## config.mk

```make
export PLATFORM = sky130hd
export DESIGN_NAME = mips_mem_arbiter
export DESIGN_NICKNAME = d
export VERILOG_FILES = /design/src/rtl/mips_mem_arbiter.sv
export SDC_FILE = /design/constraint.sdc
export NUM_CORES = 1
export LEC_CHECK = 0
export ABC_AREA = 1
export CELL_PAD_IN_SITES_DETAIL_PLACEMENT = 1
export CELL_PAD_IN_SITES_GLOBAL_PLACEMENT = 1
export CORE_UTILIZATION = 16
export CTS_CLUSTER_SIZE = 14
export DETAILED_ROUTE_END_ITERATION = 7
export PLACE_DENSITY_LB_ADDON = 0.25
export SETUP_SLACK_MARGIN = 0.1
export SLEW_MARGIN = 0
export SYNTH_ARGS = -nofsm -noshare
export SYNTH_HDL_FRONTEND = slang
export SYNTH_SLANG_ARGS = --single-unit
```

## constraint.sdc

```tcl
create_clock -name clk -period 1.2 [get_ports clk]
set_clock_uncertainty 0.05 [all_clocks]
set_input_delay 0.18 -clock clk [delete_from_list [all_inputs] [get_ports clk]]
set_output_delay 0.18 -clock clk [all_outputs]
set_load 0.1 [all_outputs]
```

## src/rtl/mips_mem_arbiter.sv

```systemverilog
// Shares the multi-cycle MIPS core's memory port with a loader/debug requester.
// Define MEM_ARB_STATS_EN to add the stall-cycle and loader-transfer counters.
module mips_mem_arbiter #(
  parameter int ADDR_WIDTH    = 32,
  parameter int DATA_WIDTH    = 32,
  parameter int MAX_LDR_BURST = 4,
  parameter int CORE_SLOT     = 2
) (
  input  logic                  clk,
  input  logic                  rst_n,
  input  logic [ADDR_WIDTH-1:0] core_addr,
  input  logic [DATA_WIDTH-1:0] core_wr_data,
  input  logic                  core_wr_en,
  output logic [DATA_WIDTH-1:0] core_rd_data,
  output logic                  core_stall,
  input  logic                  ldr_req,
  input  logic [ADDR_WIDTH-1:0] ldr_addr,
  input  logic                  ldr_wr_en,
  input  logic [DATA_WIDTH-1:0] ldr_wr_data,
  output logic                  ldr_gnt,
  output logic                  ldr_rd_valid,
  output logic [DATA_WIDTH-1:0] ldr_rd_data,
  output logic [ADDR_WIDTH-1:0] mem_addr,
  output logic [DATA_WIDTH-1:0] mem_wr_data,
  output logic                  mem_wr_en,
  input  logic [DATA_WIDTH-1:0] mem_rd_data
`ifdef MEM_ARB_STATS_EN
  ,
  output logic [31:0]           stat_stall_cycles,
  output logic [31:0]           stat_ldr_xfers
`endif
);

  typedef enum logic {S_CORE, S_LDR} state_t;

  localparam logic [7:0] SLOT_MIN   = 8'(CORE_SLOT);
  localparam logic [7:0] BURST_LAST = 8'(MAX_LDR_BURST - 1);

  state_t     state;
  logic [7:0] burst_cnt;
  logic [7:0] slot_cnt;
  logic       in_ldr;

  assign in_ldr = (state == S_LDR);

  // The loader only ever sees a grant while it owns memory; core writes are masked then.
  assign ldr_gnt      = in_ldr && ldr_req;
  assign mem_addr     = in_ldr ? ldr_addr    : core_addr;
  assign mem_wr_data  = in_ldr ? ldr_wr_data : core_wr_data;
  assign mem_wr_en    = in_ldr ? (ldr_req && ldr_wr_en) : core_wr_en;
  assign core_rd_data = mem_rd_data;

  always_ff @(posedge clk) begin
    if (!rst_n) begin
      state        <= S_CORE;
      core_stall   <= 1'b0;
      ldr_rd_valid <= 1'b0;
      ldr_rd_data  <= '0;
      burst_cnt    <= '0;
      slot_cnt     <= '0;
    end else begin
      ldr_rd_valid <= 1'b0;
      case (state)
        S_CORE: begin
          if (slot_cnt < SLOT_MIN)
            slot_cnt <= slot_cnt + 8'd1;
          if (ldr_req && (slot_cnt >= SLOT_MIN)) begin
            state      <= S_LDR;
            core_stall <= 1'b1;
          end
        end
        S_LDR: begin
          if (ldr_req) begin
            if (!ldr_wr_en) begin
              ldr_rd_data  <= mem_rd_data;
              ldr_rd_valid <= 1'b1;
            end
            // The acceptance that fills the burst hands memory straight back to the core.
            if (burst_cnt == BURST_LAST) begin
              state      <= S_CORE;
              core_stall <= 1'b0;
              burst_cnt  <= '0;
              slot_cnt   <= '0;
            end else begin
              burst_cnt <= burst_cnt + 8'd1;
            end
          end else begin
            state      <= S_CORE;
            core_stall <= 1'b0;
            burst_cnt  <= '0;
            slot_cnt   <= '0;
          end
        end
        default: begin
          state      <= S_CORE;
          core_stall <= 1'b0;
        end
      endcase
    end
  end

`ifdef MEM_ARB_STATS_EN
  // Both counters saturate rather than wrap so long runs never read back as small values.
  always_ff @(posedge clk) begin
    if (!rst_n) begin
      stat_stall_cycles <= '0;
      stat_ldr_xfers    <= '0;
    end else begin
      if (core_stall && (stat_stall_cycles != '1))
        stat_stall_cycles <= stat_stall_cycles + 32'd1;
      if (ldr_gnt && (stat_ldr_xfers != '1))
        stat_ldr_xfers <= stat_ldr_xfers + 32'd1;
    end
  end
`endif

endmodule
```

# Word-level counts from Yosys, hierarchy flattened
# Cells that the tools add are included.
[totals] register_bits=51 latch_bits=0 ramBits=0 romBits=0 inputBits=165 out_inout_bits=132 elab_cells=41 mem_count=0
[classes] n_addsub=2 multipliers=0 div_mod_pow=0 order_cmp=2 n_eq_ne=4 shifts=0 mux=18 n_bitwise=2 reduce_logical=7
[ops] cell="2-to-1 mux 32 bit" n=2
[ops] cell="2-to-1 mux 8 bit" n=5
[ops] cell="adder 8 x 1 -> 8 bit (second input constant)" n=2
[ops] cell="one-hot mux 8 bit (2 select lines)" n=1
[ops] cell="equality test 8 x 2 -> 1 bit (second input constant)" n=1
[ops] cell="greater-or-equal comparator 8 x 2 -> 1 bit (second input constant)" n=1
[ops] cell="< comparator 8 x 2 -> 1 bit (second input constant)" n=1
[ops] cell="2-to-1 mux 1 bit" n=8
[ops] cell="AND reduction 3 bit" n=2
[ops] cell="inequality test 2 bit (second input constant)" n=2
[ops] cell="one-hot mux 1 bit (2 select lines)" n=2
[ops] cell="AND reduction 2 bit" n=2
[ops] cell="logical AND 1 bit" n=3
[ops] cell="inequality test 3 x 2 -> 1 bit (second input constant)" n=1
[ops] cell="NOT 1 bit" n=2

# Logic depth before layout (Yosys ltp)
[logic_depth] depth_word=4 mapped_depth=7 mapped_depth_nobuf=7

# Least setup slack after synthesis
# No wires, ideal clock.
[synth_timing] path_type="register to output" from="register state (netlist: in_ldr)" to="output mem_wr_en" t_arrival_ps=1666 required_ps=970 path_slack_ps=-696 path_stages_with_launch=6 n_path_buf=1 path_cell_list="dfxtp_1 buf_4 nand2_2 inv_2 nand2_1 nand2_1"
[synth_via] elab_chain_cells=1
[synth_lines] item="start, declared" line="39" source="state_t state;"
[synth_lines] item="start signal, assigned" line="55" source="state <= S_CORE;"
[synth_lines] item="start signal, assigned" line="68" source="state <= S_LDR;"
[synth_lines] item="start signal, assigned" line="80" source="state <= S_CORE;"
[synth_lines] item="2-to-1 mux 1 bit" line="50" source="assign mem_wr_en = in_ldr ? (ldr_req && ldr_wr_en) : core_wr_en;"
[synth_lines] item="end, declared" line="25" source="output logic mem_wr_en,"
# No other way between the ends.

# Worst setup path in the final report
[layout_timing] from="register state (netlist: in_ldr)" to="output mem_wr_data[31]"
[layout_via] elab_chain_cells=1
[layout_lines] item="2-to-1 mux 32 bit" line="49" source="assign mem_wr_data = in_ldr ? ldr_wr_data : core_wr_data;"
[layout_lines] item="end, declared" line="24" source="output logic [DATA_WIDTH-1:0] mem_wr_data,"
# No other way between the ends.

==> flow_metrics.env <==
export IMPL_ys_async_sr_fraction_pct=0
export IMPL_end_kind="primary output"
export IMPL_drt_total_wl_um=16190
export IMPL_grt_ovfl_total=0
export IMPL_first_pass_iters=4
export IMPL_grt_max_degree=34
export IMPL_fin_util_pct=51.98
export IMPL_cts_buffer_depth=2
export IMPL_ant_nets=0
export IMPL_tightest_slew_ps=281.6
export IMPL_vias=4398
export IMPL_clkLatencyLatePin_ps=290
export IMPL_antenna_found_initial=0
export IMPL_fin_crit_ps=1634
export IMPL_track_usage_pct=16.55
export IMPL_clkTransAtPathRegs_ps=70
export IMPL_via_per_inst=4.262
export IMPL_start_kind="flop"
export IMPL_ys_seq_elements=51
export IMPL_crit_path_start="in_ldr$_SDFF_PN0_"
export IMPL_drive_above_1_share_pct=54.76
export IMPL_nNetsFinal=965
export IMPL_min_path_type="input port to flop"
export IMPL_cts_tree="built"
export IMPL_grt_pass1_vias=5037
export IMPL_fmax_mhz=612.1
export IMPL_synth_top_cell_by_area="dfxtp_1"
export IMPL_rows=50
export IMPL_numCtsBuffers=5
export IMPL_io_pins=297
export IMPL_clock_sinks=51
export IMPL_maxSlewViolCount=0
export IMPL_dieArea_um2=19640
export IMPL_period_share_pct=136.1
export IMPL_violations="negative setup slack"
export IMPL_htreeDepth=2
export IMPL_synthFlopType="dfxtp_1"
export IMPL_coreArea_um2=18710
export IMPL_status="finished with violations"
export IMPL_hp_start="mem_rd_data[21]"
export IMPL_synth_warnings=0
export IMPL_fill_cells=1979
export IMPL_powerDensity_nw_per_um2=1617
export IMPL_place_gp_congestion=0.7565
export IMPL_dp_hpwl_um=13630
export IMPL_die_h_um=140.1
export IMPL_syn_avg_cell_area_um2=6.033
export IMPL_rsz0062_at_grt="yes"
export IMPL_drv_cap=0
export IMPL_synth_top_area_share_pct=33.44
export IMPL_seqCellArea_um2=1075
export IMPL_io_buffer_count=296
export IMPL_diodes=0
export IMPL_irDropWorstVdd_mv=0.6901
export IMPL_ys_types=24
export IMPL_critPathMaxFanout=13
export IMPL_p_leak_nw=4.031
export IMPL_timing_slew_headroom_pct=81.16
export IMPL_path_class="flop to primary output"
export IMPL_timing_rr_start="in_ldr$_SDFF_PN0_"
export IMPL_cts_root_buf="clkbuf_16"
export IMPL_wire_per_inst_um=15.69
export IMPL_dp_slack_ps=-461.4
export IMPL_setup_viol=112
export IMPL_syn_area_um2=3053
export IMPL_remaining_drc_errors=0
export IMPL_finalHoldViolations=0
export IMPL_fin_ws_ps=-433.7
export IMPL_start_util_pct=16.32
export IMPL_multi_input_area_um2=3334
export IMPL_crit_arrival_ps=1400
export IMPL_synthesis_instances=506
export IMPL_syn_to_final_growth_pct=218.5
export IMPL_syn_nets=674
export IMPL_synth_edf_count=0
export IMPL_seq_area_frac_synth_pct=33.44
export IMPL_drt_iter0_drc=60
export IMPL_grt_pass1_wl_um=25900
export IMPL_hold_buffers=0
export IMPL_fp_dieW_um=140.1
export IMPL_synth_area_top_cells="dfxtp_1 (33%), nand2_1 (27%), nor2_1 (9.7%)"
export IMPL_critPathRequiredTime_ps=970
per-layer routing:
layer,global-route usage [%],vias up,part of all wire (%)
met5,0,-,0
met4,4.222,0,1.6
met3,4.889,18,8.2
met2,31.84,192,54
met1,17.37,2078,36
li1,-,2110,-
Yosys cell counts, types with 2 or more instances:
| library cell | count |
|---|---|
| nand2_1 | 223 |
| nor2_1 | 79 |
| dfxtp_1 | 51 |
| buf_4 | 39 |
| o21ai_0 | 32 |
| a21oi_1 | 13 |
| inv_1 | 12 |
| nand3_1 | 12 |
| clkbuf_1 | 10 |
| buf_2 | 9 |
| o21ai_1 | 4 |
| ha_1 | 3 |
| inv_2 | 3 |
| nand2_2 | 3 |
| nand3_2 | 2 |
| nand4_1 | 2 |
| or2_2 | 2 |
cell usage in the layout (no fill, tap or decap), drive strengths merged:
| cell | instances |
|---|---|
| clkdlybuf4s50 | 132 |
| buf | 178 |
| dlygate4sd2 | 32 |
| nand2 | 226 |
| nor3 | 1 |
| or2 | 2 |
| nor2 | 81 |
| o21ai | 38 |
| dfxtp | 51 |
| nand4 | 2 |
| a21oi | 13 |
| ha | 3 |
| xnor2 | 1 |
| nand3 | 14 |
| inv | 15 |
| clkbuf | 8 |
| clkinv | 1 |
critical path, stage by stage, from the launching register on:
cell and delay, ps:
dfxtp_4 410, inv_8 140, buf_16 190, nand2_2 110
nand2_8 90, buf_12 160
logic make-up (layout without fill, tap and decap cells):
| family | after synthesis | after routing | share of synthesized area, % |
|---|---|---|---|
| and+or+nand+nor | 326 | 326 | 41.93 |
| buffers and inverters | 74 | 366 | 14.26 |
| AOI/OAI and AO/OA | 51 | 51 | 8.852 |
| DFF | 51 | 51 | 33.44 |
| adders and majority gates | 3 | 3 | 1.230 |
| xor gates and xnor gates | 1 | 1 | 0.2869 |
registers in the layout (all words and copies together), names as in the netlist:
| signal | flops |
|---|---|
| in_ldr | 1 |
| ldr_rd_data | 32 |
| ldr_rd_valid | 1 |
| core_stall | 1 |
| burst_cnt | 8 |
| slot_cnt | 8 |
timing repair:
| item | 4_1_cts | 5_1_grt |
|---|---|---|
| buffers inserted | 2 | 7 |
| endpoints found under the setup margin | 149 | 117 |
| pin swaps | 8 | 3 |
| resized for setup | 96 | 22 |
| cloned | 1 | 0 |
power by group:
| part | switching, mW | internal [mW] | total (mW) | leakage [nW] |
|---|---|---|---|---|
| Combinational | 7.61 | 4.59 | 12.2 | 3.52 |
| Clock | 0.602 | 0.889 | 1.49 | 0.0772 |
| Sequential | 0.175 | 1.86 | 2.03 | 0.433 |
area by class of cell:
type | instances | share of cell area (%)
Timing Repair Buffer | 342 | 49.21
Tap cell | 234 | 3.011
Inverter | 16 | 0.8236
Sequential cell | 51 | 11.05
Clock buffer | 8 | 1.609
Multi-Input combinational cell | 381 | 34.29
worst paths after layout:
path	endpoint	slack, ps	depth (start not counted)
worst max-delay path	mem_wr_data[31]	-430	5
worst min-delay path	ldr_rd_data[21]$_SDFFE_PN0P_	290	3
worst max register to register	ldr_rd_data[18]$_SDFFE_PN0P_	-250	7
worst min register to register	slot_cnt[4]$_SDFFE_PN0P_	390	2
through the flow:
| stage | instance area (um^2) | cells | hold slack, ps | power, mW | setup TNS (ps) |
|---|---|---|---|---|---|
| 2_1_floorplan | 4783 | 506 | 264.8 | 9.954 | -5718 |
| 3_3_place_gp | 9210 | 1014 | 375.8 | 13.70 | -22930 |
| 5_1_grt | 9723 | 1032 | 317.3 | 16.27 | -42150 |
| 4_1_cts | 9577 | 1025 | 285.5 | 15.72 | -36270 |
| 6_report | 9723 | 1032 | 289.6 | 15.72 | -34630 |
| 3_5_place_dp | 9210 | 1014 | 386.5 | 13.90 | -28790 |
Power figures use the tool's default switching activity.
